[config.mk]
export PLATFORM = sky130hd
export DESIGN_NAME = dbus_initiator_flat
export DESIGN_NICKNAME = d
export VERILOG_FILES = /design/src/rtl/dbus_initiator_pkg.sv /design/src/rtl/dbus_initiator_if.sv /design/src/rtl/dbus_initiator.sv /design/src/flat_wrapper.sv
export SDC_FILE = /design/constraint.sdc
export NUM_CORES = 1
export LEC_CHECK = 0
export CORE_MARGIN = 1.5
export CORE_UTILIZATION = 46
export DETAILED_ROUTE_END_ITERATION = 6
export PLACE_DENSITY = 0.95
export SYNTH_ARGS = -nofsm -noshare
export SYNTH_HDL_FRONTEND = slang
export SYNTH_SLANG_ARGS = --single-unit
[constraint.sdc]
create_clock -name wb_clk -period 8.2 [get_ports wb_clk]
set_input_delay 1.64 -clock wb_clk [delete_from_list [all_inputs] [get_ports wb_clk]]
set_output_delay 1.64 -clock wb_clk [all_outputs]
set_load 0.01 [all_outputs]
[src/rtl/dbus_initiator_pkg.sv]
// Shared definitions for the data-bus initiator: FSM encoding, bus width and
// the peripheral address map decoded on adr[31:24].
package dbus_initiator_pkg;

  localparam int DBUS_W = 32;

  localparam logic [7:0] TIMER_BASE = 8'hc0;

  typedef enum logic [1:0] {
    IDLE = 2'd0,
    BUS  = 2'd1,
    RESP = 2'd2
  } dbus_state_e;

  function automatic logic is_timer_adr(input logic [DBUS_W-1:0] adr);
    return adr[31:24] == TIMER_BASE;
  endfunction

endpackage

[src/rtl/dbus_initiator_if.sv]
// Command/response handshake and SoC data-bus signals of the initiator.
// master is the initiator side; slave is the command source plus responders.
interface dbus_initiator_if import dbus_initiator_pkg::*; ();

  logic              req_valid;
  logic              req_ready;
  logic              req_we;
  logic [DBUS_W-1:0] req_adr;
  logic [DBUS_W-1:0] req_dat;

  logic              rsp_valid;
  logic              rsp_ready;
  logic [DBUS_W-1:0] rsp_rdata;
  logic              rsp_err;
  logic              rsp_we;

  logic [DBUS_W-1:0] wb_dbus_adr;
  logic [DBUS_W-1:0] wb_dbus_dat;
  logic              wb_dbus_we;
  logic              wb_dbus_cyc;
  logic [DBUS_W-1:0] wb_dbus_rdt;
  logic              wb_dbus_ack;

  modport master (
    input  req_valid, req_we, req_adr, req_dat, rsp_ready, wb_dbus_rdt, wb_dbus_ack,
    output req_ready, rsp_valid, rsp_rdata, rsp_err, rsp_we,
           wb_dbus_adr, wb_dbus_dat, wb_dbus_we, wb_dbus_cyc
  );

  modport slave (
    output req_valid, req_we, req_adr, req_dat, rsp_ready, wb_dbus_rdt, wb_dbus_ack,
    input  req_ready, rsp_valid, rsp_rdata, rsp_err, rsp_we,
           wb_dbus_adr, wb_dbus_dat, wb_dbus_we, wb_dbus_cyc
  );

endinterface

[src/rtl/dbus_initiator.sv]
// Single-outstanding data-bus initiator: accepts one command, runs one cyc
// pulse with ack/timeout completion, then holds the response until taken.
module dbus_initiator import dbus_initiator_pkg::*; #(
  parameter int                TIMEOUT     = 255,
  parameter logic [DBUS_W-1:0] RD_ERR_DATA = 32'h0
) (
  input  logic                   wb_clk,
  input  logic                   wb_rst,
  dbus_initiator_if.master       bus,
  output logic                   busy
);

  localparam int                CNT_W    = $clog2(TIMEOUT + 1);
  localparam logic [CNT_W-1:0]  CNT_LAST = CNT_W'(TIMEOUT - 1);

  dbus_state_e       r_state;
  logic [CNT_W-1:0]  r_cnt;
  logic              r_req_ready;
  logic              r_cyc;
  logic              r_we;
  logic [DBUS_W-1:0] r_adr;
  logic [DBUS_W-1:0] r_dat;
  logic              r_rsp_valid;
  logic [DBUS_W-1:0] r_rsp_rdata;
  logic              r_rsp_err;
  logic              r_rsp_we;
  logic              r_busy;

  always_ff @(posedge wb_clk or posedge wb_rst) begin
    if (wb_rst) begin
      r_state     <= IDLE;
      r_cnt       <= '0;
      r_req_ready <= 1'b0;
      r_cyc       <= 1'b0;
      r_we        <= 1'b0;
      r_adr       <= '0;
      r_dat       <= '0;
      r_rsp_valid <= 1'b0;
      r_rsp_rdata <= '0;
      r_rsp_err   <= 1'b0;
      r_rsp_we    <= 1'b0;
      r_busy      <= 1'b0;
    end else begin
      unique case (r_state)
        IDLE: begin
          r_req_ready <= 1'b1;
          if (r_req_ready && bus.req_valid) begin
            r_req_ready <= 1'b0;
            r_busy      <= 1'b1;
            r_cyc       <= 1'b1;
            r_we        <= bus.req_we;
            r_adr       <= bus.req_adr;
            r_dat       <= bus.req_dat;
            r_cnt       <= '0;
            r_state     <= BUS;
          end
        end
        BUS: begin
          // ack takes priority, so an ack on the last allowed cycle still completes
          if (bus.wb_dbus_ack || r_cnt == CNT_LAST) begin
            r_cyc       <= 1'b0;
            r_we        <= 1'b0;
            r_adr       <= '0;
            r_dat       <= '0;
            r_rsp_valid <= 1'b1;
            r_rsp_we    <= r_we;
            r_state     <= RESP;
            if (bus.wb_dbus_ack) begin
              r_rsp_rdata <= r_we ? '0 : bus.wb_dbus_rdt;
              r_rsp_err   <= 1'b0;
            end else begin
              r_rsp_rdata <= RD_ERR_DATA;
              r_rsp_err   <= 1'b1;
            end
          end else if (r_cnt != '1) begin
            r_cnt <= r_cnt + 1'b1;
          end
        end
        RESP: begin
          if (bus.rsp_ready) begin
            r_rsp_valid <= 1'b0;
            r_busy      <= 1'b0;
            r_req_ready <= 1'b1;
            r_state     <= IDLE;
          end
        end
        default: r_state <= IDLE;
      endcase
    end
  end

  assign bus.req_ready   = r_req_ready;
  assign bus.rsp_valid   = r_rsp_valid;
  assign bus.rsp_rdata   = r_rsp_rdata;
  assign bus.rsp_err     = r_rsp_err;
  assign bus.rsp_we      = r_rsp_we;
  assign bus.wb_dbus_adr = r_adr;
  assign bus.wb_dbus_dat = r_dat;
  assign bus.wb_dbus_we  = r_we;
  assign bus.wb_dbus_cyc = r_cyc;
  assign busy            = r_busy;

endmodule

[src/flat_wrapper.sv]
// flat-port wrapper written by rule: the top's interface ports become plain ports
module dbus_initiator_flat import dbus_initiator_pkg::*;
#(
  parameter int                TIMEOUT     = 255,
  parameter logic [DBUS_W-1:0] RD_ERR_DATA = 32'h0
)
  (wb_clk, wb_rst, busy, bus_req_valid, bus_req_we, bus_req_adr, bus_req_dat, bus_rsp_ready, bus_wb_dbus_rdt, bus_wb_dbus_ack, bus_req_ready, bus_rsp_valid, bus_rsp_rdata, bus_rsp_err, bus_rsp_we, bus_wb_dbus_adr, bus_wb_dbus_dat, bus_wb_dbus_we, bus_wb_dbus_cyc);
  dbus_initiator_if bus_i ();
  input  logic wb_clk;
  input  logic wb_rst;
  output logic busy;
  input wire logic [$bits(bus_i.req_valid)-1:0] bus_req_valid;
  input wire logic [$bits(bus_i.req_we)-1:0] bus_req_we;
  input wire logic [$bits(bus_i.req_adr)-1:0] bus_req_adr;
  input wire logic [$bits(bus_i.req_dat)-1:0] bus_req_dat;
  input wire logic [$bits(bus_i.rsp_ready)-1:0] bus_rsp_ready;
  input wire logic [$bits(bus_i.wb_dbus_rdt)-1:0] bus_wb_dbus_rdt;
  input wire logic [$bits(bus_i.wb_dbus_ack)-1:0] bus_wb_dbus_ack;
  output wire logic [$bits(bus_i.req_ready)-1:0] bus_req_ready;
  output wire logic [$bits(bus_i.rsp_valid)-1:0] bus_rsp_valid;
  output wire logic [$bits(bus_i.rsp_rdata)-1:0] bus_rsp_rdata;
  output wire logic [$bits(bus_i.rsp_err)-1:0] bus_rsp_err;
  output wire logic [$bits(bus_i.rsp_we)-1:0] bus_rsp_we;
  output wire logic [$bits(bus_i.wb_dbus_adr)-1:0] bus_wb_dbus_adr;
  output wire logic [$bits(bus_i.wb_dbus_dat)-1:0] bus_wb_dbus_dat;
  output wire logic [$bits(bus_i.wb_dbus_we)-1:0] bus_wb_dbus_we;
  output wire logic [$bits(bus_i.wb_dbus_cyc)-1:0] bus_wb_dbus_cyc;
  assign bus_i.req_valid = bus_req_valid;
  assign bus_i.req_we = bus_req_we;
  assign bus_i.req_adr = bus_req_adr;
  assign bus_i.req_dat = bus_req_dat;
  assign bus_i.rsp_ready = bus_rsp_ready;
  assign bus_i.wb_dbus_rdt = bus_wb_dbus_rdt;
  assign bus_i.wb_dbus_ack = bus_wb_dbus_ack;
  assign bus_req_ready = bus_i.req_ready;
  assign bus_rsp_valid = bus_i.rsp_valid;
  assign bus_rsp_rdata = bus_i.rsp_rdata;
  assign bus_rsp_err = bus_i.rsp_err;
  assign bus_rsp_we = bus_i.rsp_we;
  assign bus_wb_dbus_adr = bus_i.wb_dbus_adr;
  assign bus_wb_dbus_dat = bus_i.wb_dbus_dat;
  assign bus_wb_dbus_we = bus_i.wb_dbus_we;
  assign bus_wb_dbus_cyc = bus_i.wb_dbus_cyc;
  dbus_initiator #(.TIMEOUT(TIMEOUT), .RD_ERR_DATA(RD_ERR_DATA)) u_core (.wb_clk(wb_clk), .wb_rst(wb_rst), .bus(bus_i), .busy(busy));
endmodule
==> flow_summary.toml <==
[run_status]
status = "completed"

[power]
combPwrFrac = 0.392
ir_worst_vdd_v = 0.0001814
power.leakage_uw = 0.003164
switching_share = 0.3391
p_per_area_mw_per_mm2 = 356.9
internal-power_uw = 1764
net-switching-power_uw = 904.8
seq_power_share = 0.337
power_frac_clock = 0.271

[critical_path]
cp_data_required_time_ns = 8.59
start_kind = "input pin"
worstPathArrival_ns = 3.87
cp_max_fo = 41
critPathKind = "in2reg"
end_kind = "flop"

[drt]
wl_met1_microns = 5487
vias = 4433
wl_per_cell_microns = 15.88
drt-total-wl_microns = 13490
drt-vias-per-instance = 5.215
top_layer_used = "met4"
route.met2.wl_microns = 6720
dr.pass1.iters = 4
wl_met3_microns = 1139
drt_iter0_markers = 236
antenna_left = 0
drc = 0

[synth]
seq_area_frac_synth = 0.5768
synth_edf_count = 0
synth.avg_cell_area_sq_um = 9.482
synthCells = 517
ys_seq_elements = 113
async_flop_share = 1.000
ys_types = 40
yosys_warnings = 0
synth_fp_nets = 621
synthFlopType = "dfrtp_1"
syn_area_sq_mm = 0.004902

[sta]
layout_min_cycle_time_ns = 3.484
drv_slew = 0
relSlewSlack = 0.08473
setup_ws_ns = 4.716
finalCritPeriodShare = 0.4249
worst_pin_slew_ns = 1.373
hold_viol = 0
final.setup.tns_ns = 0
rsz0062_at_grt = "false"
skew_ns = 0.01130
fmax_mhz = 287.0
setup_violations = 0

[global_routing]
grt_pass1_wl_microns = 21450
grt_start_max_net_pins = 67
grt_pass1_vias = 4423
antenna_found_initial = 0
grt_usage = 0.2432
gr-total-overflow = 0

[finish]
antennaDiodeCount = 0
final_common_cell = "clkdlybuf4s50_1"
final_core_utilization = 0.7243
fin_nets = 805
drive_above_1_share = 0.08683
seq_area_sq_mm = 0.002828
fillers = 705
area_delta_synth_final_pct = 52.53
layout_common_cells = "clkdlybuf4s50_1 (204), nand2_1 (169), dfrtp_1 (113)"
layout.cells.non_filler = 850
multi_input_area_sq_mm = 0.001810

[place]
dp.cells = 818
place_congestion = 0.7924
dp_slack_ns = 4.215
io_buffers = 204
dp_hpwl_microns = 9268

[floorplan]
row_count = 37
die_x_microns = 106.2
core_sq_mm = 0.01032
die_y_microns = 106.2
io_pins = 205
initial_utilization = 0.4749
dieArea_sq_mm = 0.01128

[hold_path]
hp-class = "reg2reg"

[clocking]
post_cts_buffers = 0
cts_tree = "done"
hold_buffers = 0
cts_buffer_depth = 2
cts_buffers = 17
ctsResizeCount = 0
cts_sinks = 113
cts-root-buf = "clkbuf_8"
clock_latency_ns = 0.51
path_clk_slew_ns = 0.06
htreeDepth = 4

[job]
drv_cap = 0
==> final timing paths <==
path | startpoint | endpoint | slack (ns) | cells past startpoint
min in group asynchronous | wb_rst | u_core.bus.wb_dbus_dat[29] | 1.57 | 2
max in group asynchronous | wb_rst | u_core.bus.wb_dbus_adr[28] | 5.37 | 3
max reg2reg | u_core.r_cnt[0] | u_core.bus.rsp_we | 5.45 | 6
max | bus_wb_dbus_ack | u_core.bus.rsp_we | 4.72 | 4
min | u_core.bus.wb_dbus_cyc | u_core.bus.wb_dbus_cyc | 0.48 | 1
min reg2reg | u_core.bus.wb_dbus_cyc | u_core.bus.wb_dbus_cyc | 0.48 | 1
==> area by class of cell <==
type	instances	share of cell area
Multi-Input combinational cell	358	0.2421
Clock buffer	22	0.06058
Clock inverter	10	0.01790
Timing Repair Buffer	207	0.2761
Inverter	4	0.002343
Tap cell	136	0.02276
Sequential cell	113	0.3782
==> through the flow <==
step                hold WS (ns)  area, sq um  power, uW
floorplan                 0.4654         4902       1406
global placement          0.4636         6890       1905
detailed placement        0.4700         6890       1955
CTS                       0.4875         7477       2686
global route              0.4986         7477       2824
finish                    0.4809         7477       2669
==> registers in the layout, indices dropped and copies added (netlist names) <==
signal                  flops
u_core.bus.wb_dbus_dat     32
u_core.r_state              2
u_core.bus.rsp_valid        1
u_core.bus.rsp_rdata       32
u_core.r_cnt                8
u_core.bus.rsp_err          1
u_core.bus.req_ready        1
u_core.bus.rsp_we           1
u_core.busy                 1
u_core.bus.wb_dbus_cyc      1
u_core.bus.wb_dbus_adr     32
u_core.bus.wb_dbus_we       1
==> critical path, cell delays in order <==
cell	delay (ns)
clkdlybuf4s50_1	0.54
a21oi_4	0.77
nand2b_4	0.57
mux2_4	0.34
==> Yosys cell counts (all sizes together), types with 2 or more instances <==
master   count  area [sq um]
dfrtp      113          2828
nand2b       4         32.53
a211oi       2         15.01
a21oi        6         41.29
nand3        5         25.02
ha           2         25.02
clkbuf      20         77.57
inv          4         15.01
a31oi        3         18.77
nand2      169         634.4
a2bb2oi      2         17.52
nor3         2         15.01
o21ai      135         747.0
buf         22         186.4
nor2b        2         12.51
and4         3         26.28
a21o         4         30.03
nor2         7         28.78
==> logic make-up (layout without fill, tap and decap cells) <==
| group | count (synthesis) | count (layout) | share of synthesized area |
|---|---|---|---|
| fa+ha+maj | 2 | 2 | 0.005104 |
| mux | 1 | 1 | 0.003062 |
| compound gates | 158 | 158 | 0.1924 |
| flops | 113 | 113 | 0.5768 |
| simple gates | 196 | 196 | 0.1639 |
| xor+xnor | 1 | 1 | 0.001787 |
| buf+inv | 46 | 243 | 0.05692 |
==> power groups by stage <==
stage	Combinational, uW	Sequential (uW)	Clock, uW
final	1050	899	723
after global routing	1140	923	760
after CTS	1060	899	731
after detailed placement	1050	904	0
after global placement	1010	892	0
after floorplan	440	966	0
==> layer usage <==
metal / global-route usage / vias up
met2: 0.4152 / 209
met3: 0.07419 / 15
met5: 0 / -
li1: - / 2094
met1: 0.2940 / 2115
met4: 0.07722 / 0
Power figures use the tool's default switching activity.
